### src/rtl/encode_pair.sv
// -----------------------------------------------------------------------------
// encode_pair
//
// One radix-combine step of the sntrup761 encoder. A limb pair
// (r0 mod m0, r1 mod m1) is folded into r = r0 + m0*r1 with modulus
// M = m0*m1. While M >= 2^M0LEN, the low byte of r is emitted and both r and
// M are shifted down by one byte, with M rounded up. What is left is handed
// back as the residual (r, M) for the next combine level.
//
// Ports
//   clk, rst_n            clock (rising edge), asynchronous active-low reset
//   in_valid / in_ready   pair request handshake; in_ready is high only in IDLE
//   r0, r1, m0, m1        limb pair and moduli, sampled only at the accept cycle
//   out_valid / out_ready byte stream handshake towards the packer
//   out_byte              emitted byte, LSB-first
//   res_valid / res_ready residual handshake towards the scheduler
//   res_r, res_m          residual value and modulus
// -----------------------------------------------------------------------------
module encode_pair #(
   parameter int M0LEN = 14,
   parameter int RLEN  = 2*M0LEN + 1
) (
   input  logic             clk,
   input  logic             rst_n,
   input  logic             in_valid,
   output logic             in_ready,
   input  logic [M0LEN-1:0] r0,
   input  logic [M0LEN-1:0] r1,
   input  logic [M0LEN-1:0] m0,
   input  logic [M0LEN-1:0] m1,
   output logic             out_valid,
   input  logic             out_ready,
   output logic [7:0]       out_byte,
   output logic             res_valid,
   input  logic             res_ready,
   output logic [M0LEN-1:0] res_r,
   output logic [M0LEN-1:0] res_m
);

   typedef enum logic [1:0] {
      IDLE = 2'd0,
      CALC = 2'd1,
      EMIT = 2'd2,
      DONE = 2'd3
   } state_t;

   state_t state_q, state_d;

   // Sampled limb pair; held unchanged until the next accept.
   logic [M0LEN-1:0] r0_q, r1_q, m0_q, m1_q;

   // Working value and modulus, one spare bit so that M+255 cannot overflow.
   logic [RLEN-1:0] r_q, m_q;

   // Zero-extended operands so that the products are formed at full RLEN.
   logic [RLEN-1:0] r0_ext, r1_ext, m0_ext, m1_ext;
   logic [RLEN-1:0] prod_r, prod_m;
   logic [RLEN-1:0] m_sum, r_shift, m_shift;
   logic            calc_big, shift_big;

   logic load, calc, shift;

   // --------------------------------------------------------------------------
   // Datapath arithmetic
   // --------------------------------------------------------------------------
   assign r0_ext = {{(RLEN-M0LEN){1'b0}}, r0_q};
   assign r1_ext = {{(RLEN-M0LEN){1'b0}}, r1_q};
   assign m0_ext = {{(RLEN-M0LEN){1'b0}}, m0_q};
   assign m1_ext = {{(RLEN-M0LEN){1'b0}}, m1_q};

   assign prod_r = r0_ext + m0_ext * r1_ext;
   assign prod_m = m0_ext * m1_ext;

   // Byte shift of r truncates; the modulus rounds up so that r < M is kept.
   assign m_sum   = m_q + RLEN'(255);
   assign r_shift = {8'd0, r_q[RLEN-1:8]};
   assign m_shift = {8'd0, m_sum[RLEN-1:8]};

   // "M >= 2^M0LEN" is simply any bit set at or above position M0LEN.
   assign calc_big  = |prod_m[RLEN-1:M0LEN];
   assign shift_big = |m_shift[RLEN-1:M0LEN];

   assign load  = (state_q == IDLE) && in_valid;
   assign calc  = (state_q == CALC);
   assign shift = (state_q == EMIT) && out_ready;

   // --------------------------------------------------------------------------
   // State register
   // --------------------------------------------------------------------------
   // NOTE: sequential state is written only with non-blocking assignments so
   // every flop samples the pre-edge values of its neighbours.
   always_ff @(posedge clk or negedge rst_n) begin
      if (!rst_n) begin
         state_q <= IDLE;
      end else begin
         state_q <= state_d;
      end
   end

   // --------------------------------------------------------------------------
   // Datapath registers
   // --------------------------------------------------------------------------
   // NOTE: every datapath register is cleared by reset, so an aborted pair
   // leaves nothing behind that could leak onto out_byte or the residual.
   always_ff @(posedge clk or negedge rst_n) begin
      if (!rst_n) begin
         r0_q <= '0;
         r1_q <= '0;
         m0_q <= '0;
         m1_q <= '0;
         r_q  <= '0;
         m_q  <= '0;
      end else begin
         if (load) begin
            r0_q <= r0;
            r1_q <= r1;
            m0_q <= m0;
            m1_q <= m1;
         end
         if (calc) begin
            r_q <= prod_r;
            m_q <= prod_m;
         end else if (shift) begin
            r_q <= r_shift;
            m_q <= m_shift;
         end
      end
   end

   // --------------------------------------------------------------------------
   // Next-state and output decode
   // --------------------------------------------------------------------------
   // NOTE: every signal driven here gets a default first, so no path through
   // the case statement can leave one unassigned and infer a latch.
   always_comb begin
      state_d   = state_q;
      in_ready  = 1'b0;
      out_valid = 1'b0;
      out_byte  = 8'd0;
      res_valid = 1'b0;
      res_r     = '0;
      res_m     = '0;

      case (state_q)
         IDLE: begin
            in_ready = 1'b1;
            if (in_valid) begin
               state_d = CALC;
            end
         end

         CALC: begin
            state_d = calc_big ? EMIT : DONE;
         end

         EMIT: begin
            out_valid = 1'b1;
            out_byte  = r_q[7:0];
            if (out_ready) begin
               state_d = shift_big ? EMIT : DONE;
            end
         end

         DONE: begin
            res_valid = 1'b1;
            res_r     = r_q[M0LEN-1:0];
            res_m     = m_q[M0LEN-1:0];
            // Returning to IDLE first means in_ready rises only the cycle
            // after the residual handshake.
            if (res_ready) begin
               state_d = IDLE;
            end
         end

         default: begin
            state_d = IDLE;
         end
      endcase
   end

endmodule

### config.mk
export PLATFORM = sky130hd
export DESIGN_NAME = encode_pair
export DESIGN_NICKNAME = d
export VERILOG_FILES = /design/src/rtl/encode_pair.sv
export SDC_FILE = /design/constraint.sdc
export NUM_CORES = 1
export LEC_CHECK = 0
export CAP_MARGIN = 0
export CELL_PAD_IN_SITES_DETAIL_PLACEMENT = 0
export CELL_PAD_IN_SITES_GLOBAL_PLACEMENT = 2
export CORE_ASPECT_RATIO = 0.7
export CORE_MARGIN = 2
export CORE_UTILIZATION = 40
export CTS_CLUSTER_DIAMETER = 80
export CTS_CLUSTER_SIZE = 25
export DETAILED_ROUTE_END_ITERATION = 7
export GPL_TIMING_DRIVEN = 1
export PLACE_DENSITY = 0.81
export RECOVER_POWER = 50
export SLEW_MARGIN = 20
export SYNTH_ARGS = -nofsm -noshare
export SYNTH_HDL_FRONTEND = slang
export SYNTH_SLANG_ARGS = --single-unit
### constraint.sdc
create_clock -name clk -period 8.9 [get_ports clk]
set_clock_uncertainty 0.15 [all_clocks]
set_input_delay 1.78 -clock clk [delete_from_list [all_inputs] [get_ports clk]]
set_output_delay 1.78 -clock clk [all_outputs]
set_load 0.1 [all_outputs]
== Yosys cells after proc, flatten, opt, wreduce, memory -nomap -nowiden ==
Cells that the tools add are included.
Widths: inputs -> output; s select.

* Add/sub/neg operators: 2
* Multipliers: 2
* Equal/unequal tests: 6
* Multiplexer cells: 16
* Reductions and logical operators: 7

{| class="wikitable"
|+ Operators with widths
! operator !! count
|-
| $mux 29 || 4
|-
| $mul 14x14->28 || 2
|-
| $add 14x28->29 || 1
|-
| $add 29x8->29 const B || 1
|-
| $mux 14 || 2
|-
| $reduce_or 15->1 || 1
|-
| $mux 8 || 1
|-
| $pmux 2 s4 || 1
|-
| $reduce_or 7->1 || 1
|-
| $mux 2 || 3
|-
| $ne 2x2->1 const B || 3
|-
| $mux 1 || 5
|-
| $eq 2x2->1 const B || 2
|-
| $reduce_and 3->1 || 1
|-
| $eq 2x1->1 const B || 1
|-
| $logic_and 1x1->1 || 2
|-
| $logic_not 2->1 || 1
|-
| $reduce_bool 2->1 || 1
|}

* Register bits after elaboration: 116
* Bits of input ports: 61
* Logic and storage cells: 40

== Depth between registers and ports, before layout ==
* Depth in word-level cells: 5
* Mapped depth: 25
* Gate-level depth less buffers: 23

== Least setup slack after synthesis ==
No wires, ideal clock.

* Kind: register -> register
* Start: register m0_q[7]
* End: register state_q[0]
* Library setup time: 0.103 ns
* Arrival time: 6.414 ns
* Data required time: 8.647 ns
* Path slack: 2.232 ns
* Cell stages (with the launch flop): 25
* Path buffers: 3
* Path through: dfrtp_1 > clkbuf_1 > clkbuf_1 > nand2_1 > fa_1 > inv_1 > fa_1 > inv_1 > fa_1 > inv_1 > fa_1 > fa_1 > inv_1 > fa_1 > inv_1 > ha_1 > clkbuf_1 > a21o_1 > a21o_1 > a21o_1 > or3_1 > a2111o_1 > a2111oi_2 > nand4_1 > o41ai_2

* Cells in the longest elaborated chain, start to end: 4

{| class="wikitable"
|+ RTL lines
! element !! line !! source
|-
| start: declaration || 50 || <nowiki>logic [M0LEN-1:0] r0_q, r1_q, m0_q, m1_q;</nowiki>
|-
| start signal: assignment || 117 || <nowiki>m0_q <= m0;</nowiki>
|-
| $mul 14x14->28 || 72 || <nowiki>assign prod_m = m0_ext * m1_ext;</nowiki>
|-
| $reduce_or 15->1 || 80 || <nowiki>assign calc_big = |prod_m[RLEN-1:M0LEN];</nowiki>
|-
| $mux 1 || 153 || <nowiki>state_d = calc_big ? EMIT : DONE;</nowiki>
|-
| $pmux 2 s4 || 144 || <nowiki>case (state_q)</nowiki>
|-
| end signal: assignment || 96 || <nowiki>state_q <= state_d;</nowiki>
|-
| end: declaration || 47 || <nowiki>state_t state_q, state_d;</nowiki>
|}

No other way between the ends.
A chain may end at the register's enable or synchronous reset.

== Worst setup path after layout ==
* Start: register m0_q[4]
* End: register state_q[0]

Same word-level chain as after synthesis.

==> reports/summary.md <==
The run finished, with violations left. The final reports fail on capacitance limit, slew limit. For the worst-skew pair, the clock arrives at the later sink with an insertion delay of 0.45 ns.

For the final number of hold-violating endpoints, the log shows 0. The worst setup path is of the reg2reg kind. Worst reg2reg path depth: 20. The tools report the register-to-register setup slack as 1.79 ns. Number of antenna-violating nets in the routed design: 0.

Data arrives at the worst endpoint at 7.32 ns. For this design the top-level I/O count stands at 100. Timing would allow up to 141 MHz.

After the last flow step, the layout net total stands at 2,659. The number of stages on the worst hold path came out at 1. After detailed routing, the number of remaining DRC violations is 0. The share of final-layout standard cells stronger than drive strength 1 was 0.0585.

Synthesized area divided by synthesized cell count: 9.13 sq um. Cell occurring most often along the worst timing path: sky130_fd_sc_hd__fa_1. The tools report the via count as 13,900.

Clock-pin slew was measured on the worst setup and hold paths at 0.06 ns. Once detailed placement completed, the half-perimeter wirelength came to 39.2 mm. In this design, the stage delay of the slowest critical-path cell is 1.07 ns. The global placer's final weighted congestion was 0.829. STA classifies the critical path endpoint as a flop. The count of different cell masters after synthesis is 70, and the area of the core is 46,700 sq um. The die is 265 um wide.

STA classifies the critical path startpoint as a flop. The vertical die dimension was 187 um; the pin count of the biggest net entering global routing was 69. The layout overhead on the synthesized area is 10.7%. Clock tree synthesis selected as its root buffer the cell sky130_fd_sc_hd__clkbuf_16. Buffers inserted to repair hold after CTS numbered 0. Setup repair after global routing left no endpoint under its margin. The post-synthesis async set-or-reset flop share was 1.00. The global router's overall resource usage was 0.207. The count of buffers added on input and output ports is 99. Buffers added to address setup during post-CTS repair amount to 0. The signal on the critical path passes through nand2_1 -> fa_1 -> fa_1 -> inv_1 -> fa_1 -> fa_1 -> fa_1 -> inv_1 -> fa_1 -> inv_1 -> ha_1 -> a22oi_1 -> o211ai_1 -> a21oi_1 -> o31a_2 -> o21ai_1 -> or4_1 -> a2111oi_1 -> nand4_1 -> o41ai_2. The total negative slack for setup checks was 0 ns; the highest net fanout along the worst path was 29.

The initialized floorplan defines 66 standard-cell rows. Initial standard-cell utilization of the core: 0.407. The logs give 80.3 mm for the global-route wire length before repair and 14,700 for the number of global-route vias before repair. The clock period could shrink to 7.11 ns. Dividing the detail-routed wire length by the instance count gives 17.9 um. The critical register-to-register path startpoint is m0_q[4].

Summing every instance area after synthesis gives 19,000 sq um. The class of the most critical hold timing path was reg2reg. The worst relative slew slack came out at -1.44. The cell with the largest stage delay on the worst path is sky130_fd_sc_hd__dfrtp_1.

The total die area was 49,400 sq um. Among all flip-flop cells after synthesis, the most frequent one is sky130_fd_sc_hd__dfrtp_1. The tool flagged a number of max-cap violations equal to 3. In this run the deepest clock path goes through 2 buffers. Summing all multi-input logic gate instances after layout gives 14,400 sq um. The tools report the endpoint of the lowest-slack register-to-register path as state_q[0]. The tools report the initial antenna violation count as 1. At the pin with the least slew margin, the transition time is 3.65 ns. The top cell types in the final layout, fill and taps aside, are 363 x sky130_fd_sc_hd__inv_1, 297 x sky130_fd_sc_hd__fa_1, 294 x sky130_fd_sc_hd__nand2_1. The total number of H-tree levels was 4; the number of fill cells was 4,573. The Yosys step of the flow raised 0 warnings.

Registers take 2880 sq um. The ratio of routed vias to standard cells came out at 5.10. The tools report the count of pins over their slew limit as 175. 0 antenna diodes ended up in the layout. The global route total overflow was 0; the synthesized netlist net count was 2,634. Gates resized during post-CTS repair numbered 0. The clock sink count is 115, and the post-synthesis sequential area ratio is 0.151.

The count of state elements after synthesis is 115. For hold timing, the worst endpoint is r0_q[9]. The post-route fraction of the period consumed by the critical path is 0.799.

The critical path contains buffers and inverters numbering 3 combined. The run gives 0 as the setup violation total in the final timing report. Family with the most delay on the worst path: adder cells. The pre-antenna-repair detailed-routing pass consisted of 5 iterations. Leaving out fill and tap cells, the most frequent cell in the layout is sky130_fd_sc_hd__inv_1. The count of routing violations after the opening detailed-route iteration is 669, and the routed wire length is 49.1 mm. The worst hold path begins at r0_q[9]. Counting every instance in the synthesized netlist gives 2,084. In this run, CTS created clock tree buffers numbering 17. Data required time at the worst endpoint: 9.11 ns.

TritonCTS built the clock tree. The synthesized design contains 0 enable-type register cells.
## stage by stage
stage / hold WS (ns) / cell area, sq um / utilization / setup slack, ns / std cells
floorplan: 0.313 / 19000 / - / 2.23 / 2084
global placement: 0.342 / 20500 / 0.439 / 1.82 / 2702
detailed placement: 0.353 / 20500 / 0.439 / 1.70 / 2702
CTS: 0.366 / 21100 / 0.451 / 1.70 / 2733
global route: 0.382 / 21100 / 0.451 / 1.38 / 2733
finish: 0.362 / 21100 / 0.451 / 1.79 / 2733
## Yosys cell counts (3+ instances only)
master / instances / area, sq um
sky130_fd_sc_hd__o211ai_1: 8 / 60.1
sky130_fd_sc_hd__nor3_1: 11 / 55.1
sky130_fd_sc_hd__and2_1: 220 / 1380
sky130_fd_sc_hd__or2_2: 4 / 25.0
sky130_fd_sc_hd__xor2_1: 21 / 184
sky130_fd_sc_hd__o21a_1: 5 / 37.5
sky130_fd_sc_hd__a32o_1: 4 / 40.0
sky130_fd_sc_hd__a21oi_1: 56 / 280
sky130_fd_sc_hd__nand2_1: 296 / 1110
sky130_fd_sc_hd__or3_1: 8 / 50.1
sky130_fd_sc_hd__buf_1: 9 / 33.8
sky130_fd_sc_hd__a211oi_1: 12 / 90.1
sky130_fd_sc_hd__o21ai_0: 64 / 320
sky130_fd_sc_hd__mux2_2: 56 / 631
sky130_fd_sc_hd__a21o_1: 23 / 173
sky130_fd_sc_hd__nand3_1: 20 / 100
sky130_fd_sc_hd__clkbuf_1: 99 / 372
sky130_fd_sc_hd__a31oi_1: 4 / 25.0
sky130_fd_sc_hd__nor2_1: 43 / 161
sky130_fd_sc_hd__nand4_1: 10 / 62.6
sky130_fd_sc_hd__o21bai_1: 6 / 45.0
sky130_fd_sc_hd__a221o_1: 3 / 30.0
sky130_fd_sc_hd__nor4_1: 5 / 31.3
sky130_fd_sc_hd__and3_1: 12 / 75.1
sky130_fd_sc_hd__xnor2_1: 35 / 307
sky130_fd_sc_hd__mux2i_1: 24 / 240
sky130_fd_sc_hd__fa_1: 297 / 5950
sky130_fd_sc_hd__nand3b_1: 5 / 37.5
sky130_fd_sc_hd__dfrtp_1: 115 / 2880
sky130_fd_sc_hd__inv_1: 363 / 1360
sky130_fd_sc_hd__o31ai_1: 4 / 30.0
sky130_fd_sc_hd__ha_1: 192 / 2400
## how the worst max path moves through the flow
stage,start,end,slack [ns],cells past startpoint
finish,m0_q[4],state_q[0],1.79,20
global route,m0_q[4],r_q[27],1.38,22
CTS,m0_q[3],state_q[0],1.70,22
detailed placement,m0_q[3],state_q[0],1.70,22
global placement,m0_q[3],state_q[0],1.82,20
floorplan,m0_q[7],state_q[0],2.23,24
## cells by family after synthesis
kind of cell | count (synthesis) | synth area share
multiplexers | 80 | 0.0458
AO/OA/AOI/OAI | 225 | 0.0779
buffers and inverters | 471 | 0.0929
AND/OR/NAND/NOR | 648 | 0.168
adder cells (fa/ha/maj) | 489 | 0.439
XOR/XNOR | 56 | 0.0258
flip-flops | 115 | 0.151
## cell type report
cell class | count | area share
clock buffers | 19 | 0.0215
clock inverters | 12 | 0.00505
inverters | 363 | 0.0647
multi-input cells | 1498 | 0.684
flip-flops and latches | 115 | 0.137
well taps | 612 | 0.0363
repair buffers | 114 | 0.0518
## metal layers
metal,part of all wire,routed length [um],track usage,up-vias
li1,-,-,-,6569
met1,0.49,23800,0.296,7115
met2,0.47,23000,0.335,221
met3,0.036,1770,0.0318,27
met4,0.0095,468,0.0372,0
met5,0,0,0,-
## state kept, by name (all words and copies together) (netlist names)
signal	flops
m1_q	14
state_q	2
r_q	29
m0_q	14
m_q	28
r0_q	14
r1_q	14
Power is not shown: default switching activity piles up to over one toggle a cycle in this logic, so the estimate is an artifact.
